<file path="config.mk">
export PLATFORM = sky130hd
export DESIGN_NAME = lfsr_rng_flat
export DESIGN_NICKNAME = d
export VERILOG_FILES = /design/src/rtl/lfsr_rng_if.sv /design/src/rtl/lfsr_rng.sv /design/src/flat_wrapper.sv
export SDC_FILE = /design/constraint.sdc
export NUM_CORES = 1
export LEC_CHECK = 0
export CAP_MARGIN = 5
export CORE_ASPECT_RATIO = 2
export CORE_MARGIN = 2
export CORE_UTILIZATION = 47
export CTS_CLUSTER_SIZE = 12
export DETAILED_ROUTE_END_ITERATION = 8
export MAX_ROUTING_LAYER = met4
export PLACE_DENSITY = 0.79
export SETUP_SLACK_MARGIN = 0.02
export SYNTH_ARGS = -nofsm -noshare
export SYNTH_HDL_FRONTEND = slang
export SYNTH_SLANG_ARGS = --single-unit
</file>
<file path="constraint.sdc">
create_clock -name clk -period 2 [get_ports clk]
set_input_delay 0.4 -clock clk [delete_from_list [all_inputs] [get_ports clk]]
set_output_delay 0.4 -clock clk [all_outputs]
set_load 0.02 [all_outputs]
</file>
<file path="src/rtl/lfsr_rng_if.sv">
// lfsr_rng_if: request/valid word bus of the LFSR random-number generator.
//   master drives seed_load, seed_in, free_run and req.
//   slave drives busy, rnd_valid, rnd and lfsr_state.
interface lfsr_rng_if #(
    parameter int WIDTH    = 20,
    parameter int OUT_BITS = 8
);
    logic                seed_load;
    logic [WIDTH-1:0]    seed_in;
    logic                free_run;
    logic                req;
    logic                busy;
    logic                rnd_valid;
    logic [OUT_BITS-1:0] rnd;
    logic [WIDTH-1:0]    lfsr_state;
    modport master(output seed_load, seed_in, free_run, req,
                   input  busy, rnd_valid, rnd, lfsr_state);
    modport slave (input  seed_load, seed_in, free_run, req,
                   output busy, rnd_valid, rnd, lfsr_state);
endinterface

</file>
<file path="src/rtl/lfsr_rng.sv">
// lfsr_rng: Fibonacci LFSR producing OUT_BITS-wide random words on request.
//   clk   : rising-edge clock
//   reset : asynchronous active-high reset
//   bus   : lfsr_rng_if.slave (seed_load/seed_in/free_run/req in;
//           busy/rnd_valid/rnd/lfsr_state out)
//   Optional feature: define LFSR_LOCKUP_RECOVER_EN to replace an all-zero
//   state (or a zero seed load) with SEED.
module lfsr_rng #(
    parameter int               WIDTH    = 20,
    parameter logic [WIDTH-1:0] TAPS     = 'h90000,
    parameter logic [WIDTH-1:0] SEED     = 'h1,
    parameter int               OUT_BITS = 8
) (
    input logic        clk,
    input logic        reset,
    lfsr_rng_if.slave  bus
);
    localparam int CW = $clog2(OUT_BITS + 1);
    typedef enum logic [1:0] {IDLE, SHIFT, DONE} fsm_t;
    fsm_t                fsm_q, fsm_d;
    logic [WIDTH-1:0]    state_q, state_d;
    logic [OUT_BITS-1:0] col_q, col_d, rnd_q, rnd_d;
    logic [CW-1:0]       cnt_q, cnt_d;
    logic                fb;
    logic [WIDTH-1:0]    shifted;
    logic [OUT_BITS-1:0] col_nx;
    assign fb      = ^(state_q & TAPS);
    assign shifted = {state_q[WIDTH-2:0], fb};
    // Truncating cast keeps this legal for OUT_BITS == 1 as well.
    assign col_nx  = OUT_BITS'({col_q, fb});
    always_comb begin
        fsm_d   = fsm_q;
        state_d = state_q;
        col_d   = col_q;
        cnt_d   = cnt_q;
        rnd_d   = rnd_q;
        if (bus.seed_load) begin
            fsm_d = IDLE;
`ifdef LFSR_LOCKUP_RECOVER_EN
            state_d = (bus.seed_in == '0) ? SEED : bus.seed_in;
`else
            state_d = bus.seed_in;
`endif
        end else begin
            case (fsm_q)
                IDLE: begin
                    if (bus.req) begin
                        state_d = shifted;
                        col_d   = OUT_BITS'(fb);
                        cnt_d   = CW'(1);
                        fsm_d   = (OUT_BITS == 1) ? DONE : SHIFT;
                        rnd_d   = (OUT_BITS == 1) ? OUT_BITS'(fb) : rnd_q;
                    end else if (bus.free_run) begin
                        state_d = shifted;
                    end
                end
                SHIFT: begin
                    state_d = shifted;
                    col_d   = col_nx;
                    cnt_d   = cnt_q + CW'(1);
                    fsm_d   = (cnt_q == CW'(OUT_BITS - 1)) ? DONE : SHIFT;
                    rnd_d   = (cnt_q == CW'(OUT_BITS - 1)) ? col_nx : rnd_q;
                end
                default: fsm_d = IDLE;
            endcase
`ifdef LFSR_LOCKUP_RECOVER_EN
            // A stuck-at-zero register never leaves zero by shifting.
            state_d = (state_q == '0) ? SEED : state_d;
`endif
        end
    end
    always_ff @(posedge clk or posedge reset) begin
        if (reset) begin
            fsm_q   <= IDLE;
            state_q <= SEED;
            col_q   <= '0;
            cnt_q   <= '0;
            rnd_q   <= '0;
        end else begin
            fsm_q   <= fsm_d;
            state_q <= state_d;
            col_q   <= col_d;
            cnt_q   <= cnt_d;
            rnd_q   <= rnd_d;
        end
    end
    assign bus.busy       = (fsm_q != IDLE);
    assign bus.rnd_valid  = (fsm_q == DONE);
    assign bus.rnd        = rnd_q;
    assign bus.lfsr_state = state_q;
endmodule

</file>
<file path="src/flat_wrapper.sv">
// flat-port wrapper written by rule: the top's interface ports become plain ports
module lfsr_rng_flat 
#(
    parameter int               WIDTH    = 20,
    parameter logic [WIDTH-1:0] TAPS     = 'h90000,
    parameter logic [WIDTH-1:0] SEED     = 'h1,
    parameter int               OUT_BITS = 8
)
  (clk, reset, bus_seed_load, bus_seed_in, bus_free_run, bus_req, bus_busy, bus_rnd_valid, bus_rnd, bus_lfsr_state);
  lfsr_rng_if #(.WIDTH(WIDTH), .OUT_BITS(OUT_BITS)) bus_i ();
  input logic clk;
  input logic reset;
  input wire logic [$bits(bus_i.seed_load)-1:0] bus_seed_load;
  input wire logic [$bits(bus_i.seed_in)-1:0] bus_seed_in;
  input wire logic [$bits(bus_i.free_run)-1:0] bus_free_run;
  input wire logic [$bits(bus_i.req)-1:0] bus_req;
  output wire logic [$bits(bus_i.busy)-1:0] bus_busy;
  output wire logic [$bits(bus_i.rnd_valid)-1:0] bus_rnd_valid;
  output wire logic [$bits(bus_i.rnd)-1:0] bus_rnd;
  output wire logic [$bits(bus_i.lfsr_state)-1:0] bus_lfsr_state;
  assign bus_i.seed_load = bus_seed_load;
  assign bus_i.seed_in = bus_seed_in;
  assign bus_i.free_run = bus_free_run;
  assign bus_i.req = bus_req;
  assign bus_busy = bus_i.busy;
  assign bus_rnd_valid = bus_i.rnd_valid;
  assign bus_rnd = bus_i.rnd;
  assign bus_lfsr_state = bus_i.lfsr_state;
  lfsr_rng #(.WIDTH(WIDTH), .TAPS(TAPS), .SEED(SEED), .OUT_BITS(OUT_BITS)) u_core (.clk(clk), .reset(reset), .bus(bus_i));
endmodule
</file>
**Yosys cells after proc, flatten, opt, wreduce, memory -nomap -nowiden**

Cells that the tools add are included.

- Add/sub/neg operators: 1
- Eq/ne operators: 6
- Mux-type cells: 12
- Bitwise logic cells: 1
- Reductions and logical operators: 8

Operator list:

| cell | count |
|---|---|
| $mux W20 | 3 |
| $pmux W20 S2 | 1 |
| $reduce_xor A20 Y1 | 1 |
| $pmux W7 S2 | 1 |
| $pmux W4 S2 | 1 |
| $mux W7 | 1 |
| $mux W2 | 3 |
| $reduce_and A3 Y1 | 2 |
| $add A4 B1 Y4 const B | 1 |
| $eq A4 B3 Y1 const B | 1 |
| $mux W4 | 1 |
| $ne A4 B4 Y1 const B | 1 |
| $pmux W2 S2 | 1 |
| $reduce_bool A2 Y1 | 2 |
| $ne A3 B3 Y1 const B | 1 |
| $reduce_bool A3 Y1 | 1 |
| $eq A2 B1 Y1 const B | 1 |
| $eq A2 B2 Y1 const B | 1 |
| $logic_not A2 Y1 | 1 |
| $ne A2 B2 Y1 const B | 1 |
| $reduce_and A2 Y1 | 1 |
| $not A1 Y1 | 1 |

- Flip-flop bits (word level): 41
- Input port bits: 25
- Output and inout bits: 30
- Word-level logic and storage cells: 33

**Logic depth before layout (Yosys ltp)**

- Word-level depth: 5
- Depth in mapped cells: 5
- Mapped depth without buffers: 4

**Worst setup path before layout**

No wires, ideal clock.

- Path type: register to register
- Start point: register u_core.fsm_q[1]
- End point: register u_core.rnd_q[0], in the netlist u_core.bus.rnd[0]
- Library setup time: 0.125 ns
- Arrival time: 1.616 ns
- Data required time: 1.875 ns
- Path slack: 0.259 ns
- Cell stages (with the launch flop): 5
- Buffers on the path: 1
- Period minus slack after synthesis: 1.741 ns
- Cells stage by stage: dfrtp_1 > or2_1 > buf_6 > nor4b_4 > mux2_2

- Longest elaborated chain between the ends: 2

RTL lines:

| element | line | RTL |
|---|---|---|
| start, declared | lfsr_rng.sv:20 | `fsm_t fsm_q, fsm_d;` |
| start signal, assigned | lfsr_rng.sv:80 | `fsm_q <= fsm_d;` |
| $eq A2 B1 Y1 | lfsr_rng.sv:45 | `case (fsm_q)` |
| $reduce_and A3 Y1 (no source line) | n/a |  |
| end signal, assigned | lfsr_rng.sv:84 | `rnd_q <= rnd_d;` |
| end, declared | lfsr_rng.sv:22 | `logic [OUT_BITS-1:0] col_q, col_d, rnd_q, rnd_d;` |

No other way between the ends.
A chain may end at the register's enable or synchronous reset.

**Final worst setup path**

- Start point: register u_core.fsm_q[0]
- End point: output port bus_busy

- Longest elaborated chain between the ends: 1

RTL lines:

| element | line | RTL |
|---|---|---|
| $reduce_bool A2 Y1 | lfsr_rng.sv:87 | `assign bus.busy = (fsm_q != IDLE);` |
| end, declared | flat_wrapper.sv:17 | `output wire logic [$bits(bus_i.busy)-1:0] bus_busy;` |

No other way between the ends.

==> impl_results.md <==
- Status: completed
- # diodes: 0
- Worst-skew pair later-pin latency: 290 ps
- Detailed placement HPWL: 3234 um
- Drt wl/cell: 15.86 um
- Initial antenna violation count: 0
- Worst-path clk slew: 80 ps
- Post-route ant nets: 0
- Worst Setup EP: bus_busy
- Setup bufs post-CTS: 0
- Min cycle time layout: 1919 ps
- Post-Layout Cell Count: 291
- Reg2Reg Depth: 4
- Lkg Pwr: 1.077 nW
- Chip Width: 48.91 um
- Crit path launch: u_core.fsm_q[0]
- Slew @ Worst Pin: 488.5 ps
- Largest cells by area after synthesis: dfrtp_1 (53%), o21ai_0 (12%), mux2_2 (5.3%)
- Post-route DRC: 0
- CP required: 1600 ps
- I/O pin count: 55
- Power per cell area: 784.8 nW/um2
- Largest net degree at the start of global routing: 50
- Vias in the first global route: 1755
- Via density per instance: 5.784
- Layout Utilization: 69.34%
- Area growth, synth to finish: 40.59%
- RePlAce Congestion: 0.8318
- Core ar.: 3844 um2
- IO Port Bufs: 54
- Fmax: 0.5211 GHz
- WL final: 4615 um
- CP endpoint kind: output port
- Max clock buf depth: 2
- Main flop type after synthesis: dfrtp_1
- TritonCTS Buffers: 5
- Hold slack: 459.7 ps
- Critical R2R Capture: u_core.bus.rnd[7]
- Period utilization: 95.94%
- Share of layout cells above drive strength 1: 13.33%
- Hold_buf cts: 0
- H-tree depth: 2
- Syn Area/Cell: 10.36 um2
- Placement row count: 32
- Register area share after synthesis: 54.19%
- Max Cap Viol: 0
- Global-route wire length before repair: 7866 um
- Crit path DAT: 1520 ps
- Max_slew headroom: 67.32%
- Crit path launch type: register
- CTS tree: yes
- Yosys warning count: 0
- R2r setup slk: 390 ps
- Mapped Nets: 209
- Initial core utilization: 49.32%
- Synthesized area: 1896 um2
- Setup Skew: 7.141 ps
- Reg2reg start: u_core.fsm_q[1]
- Router iterations before antenna repair: 4
- Synth async-reset ratio: 100.0%
- VDD IR max: 0.0006786 V
- Endpoints failing hold: 0
- Post-synth top area share: 52.81%
- Clock sinks: 41
- Post-layout net count: 265
- Root Buffer: clkbuf_8
- Placed Instances: 283
- Max-slew violation count: 0
- Placed inst area: 2544 um2
- Gate Count Post-Synth: 183
- Vias: 1683
- Hold/Removal Path Class: primary input to async pin
- Yosys cell types: 28
- Initial DRC count: 30
- Crit path kind: register to output port
- CP max FO: 9
- EDFF count, synth: 0
- Die area: 4588 um2
- Yosys top cell by area: dfrtp_1
- Post-route cell area: 2665 um2
- Final setup viols: 0
- Die Span Y: 93.81 um
- Total track usage: 22.25%
- RSZ-0062 raised after global routing: false
- Grt ovf: 0
- Total chip power: 2.092 mW
- Synthesis-stage register bit count: 41
[where the power goes]
part / total, mW / internal, mW / switching [mW]
clock network: 0.692 / 0.406 / 0.286
registers: 0.988 / 0.911 / 0.0772
logic: 0.412 / 0.209 / 0.203
total: 2.09 / 1.53 / 0.566
[cell families (layout without fill, tap and decap cells)]
kind of cell	Yosys count	in the layout	synth area share (%)
AOI/OAI and AO/OA	72	72	22.77
DFF	41	41	54.19
and+or+nand+nor	39	39	11.81
buffers and inverters	19	76	4.224
muxes	10	10	5.875
adders and majority gates	1	1	0.6600
xor gates and xnor gates	1	1	0.4621
[what timing repair did]
action,4_1_cts,5_1_grt
hold endpoints to repair,0,0
gates resized for setup,1,0
endpoints found under the setup margin,1,0
[Yosys cell counts, types with 2 or more instances]
| cell | number |
|---|---|
| mux2_2 | 9 |
| o31ai_1 | 3 |
| o21ai_0 | 47 |
| nor2b_1 | 2 |
| dfrtp_1 | 40 |
| a32oi_1 | 11 |
| a21oi_1 | 2 |
| nand2_1 | 17 |
| nand4b_1 | 7 |
| o211ai_1 | 7 |
| nor2_1 | 4 |
| inv_1 | 3 |
| clkbuf_1 | 14 |
| nor3_1 | 3 |
[metal layers]
metal  global-route usage [%]  share of wire (%)  up-vias
met1                    23.71                 38      847
met2                    39.61                 57       40
met4                    10.48                2.8        0
li1                         -                  -      784
met5                        -                  0        -
met3                    3.662                3.2       12
[through the flow]
stage	TNS, ps	setup slack (ps)
6_report	0	81.14
5_1_grt	0	20.08
4_1_cts	0	72.06
3_5_place_dp	-67.86	-16.52
3_3_place_gp	0	17.43
2_1_floorplan	0	259.1
[cell type report]
type                    count  area (um2)
clock inverters             2       37.54
multi-input cells         123       793.3
clock buffers               6       82.58
flip-flops and latches     41        1028
fillers                   320        1179
well taps                  51       63.81
repair buffers             65       648.1
inverters                   3       11.26
[worst min path at each step]
stage / start / end / slack, ps
2_1_floorplan: u_core.col_q[6] / u_core.col_q[6] / 460
3_3_place_gp: u_core.col_q[6] / u_core.col_q[6] / 480
3_5_place_dp: u_core.col_q[6] / u_core.col_q[6] / 490
4_1_cts: reset / u_core.bus.lfsr_state[5] / 470
5_1_grt: reset / u_core.col_q[3] / 470
6_report: reset / u_core.bus.lfsr_state[5] / 460
[sequential cells by signal, summed over array words and instances (netlist names)]
| register | count |
|---|---|
| u_core.bus.lfsr_state | 20 |
| u_core.fsm_q | 2 |
| u_core.bus.rnd | 8 |
| u_core.col_q | 7 |
| u_core.cnt_q | 4 |
[layout by cell type (no fill, tap or decap), types with 2 or more instances in the layout]
cell | netlist | layout
o21ai_0 | 47 | 47
a32oi_1 | 11 | 11
nor3_1 | 3 | 2
buf_4 | 0 | 9
nor2_1 | 4 | 4
inv_1 | 3 | 3
o31ai_1 | 3 | 3
clkbuf_8 | 0 | 6
dfrtp_1 | 40 | 39
a21oi_1 | 2 | 2
nand4b_1 | 7 | 7
nor2b_1 | 2 | 2
buf_12 | 0 | 2
clkdlybuf4s50_1 | 0 | 54
nand2_1 | 17 | 17
o211ai_1 | 7 | 7
mux2_2 | 9 | 9
[critical path, cell delays in order (launching register included)]
cell             delay, ps
dfrtp_2                470
inv_1                  100
nand2_1                 70
clkdlybuf4s50_1        590
Note: power is estimated with default switching activity, not from simulation.
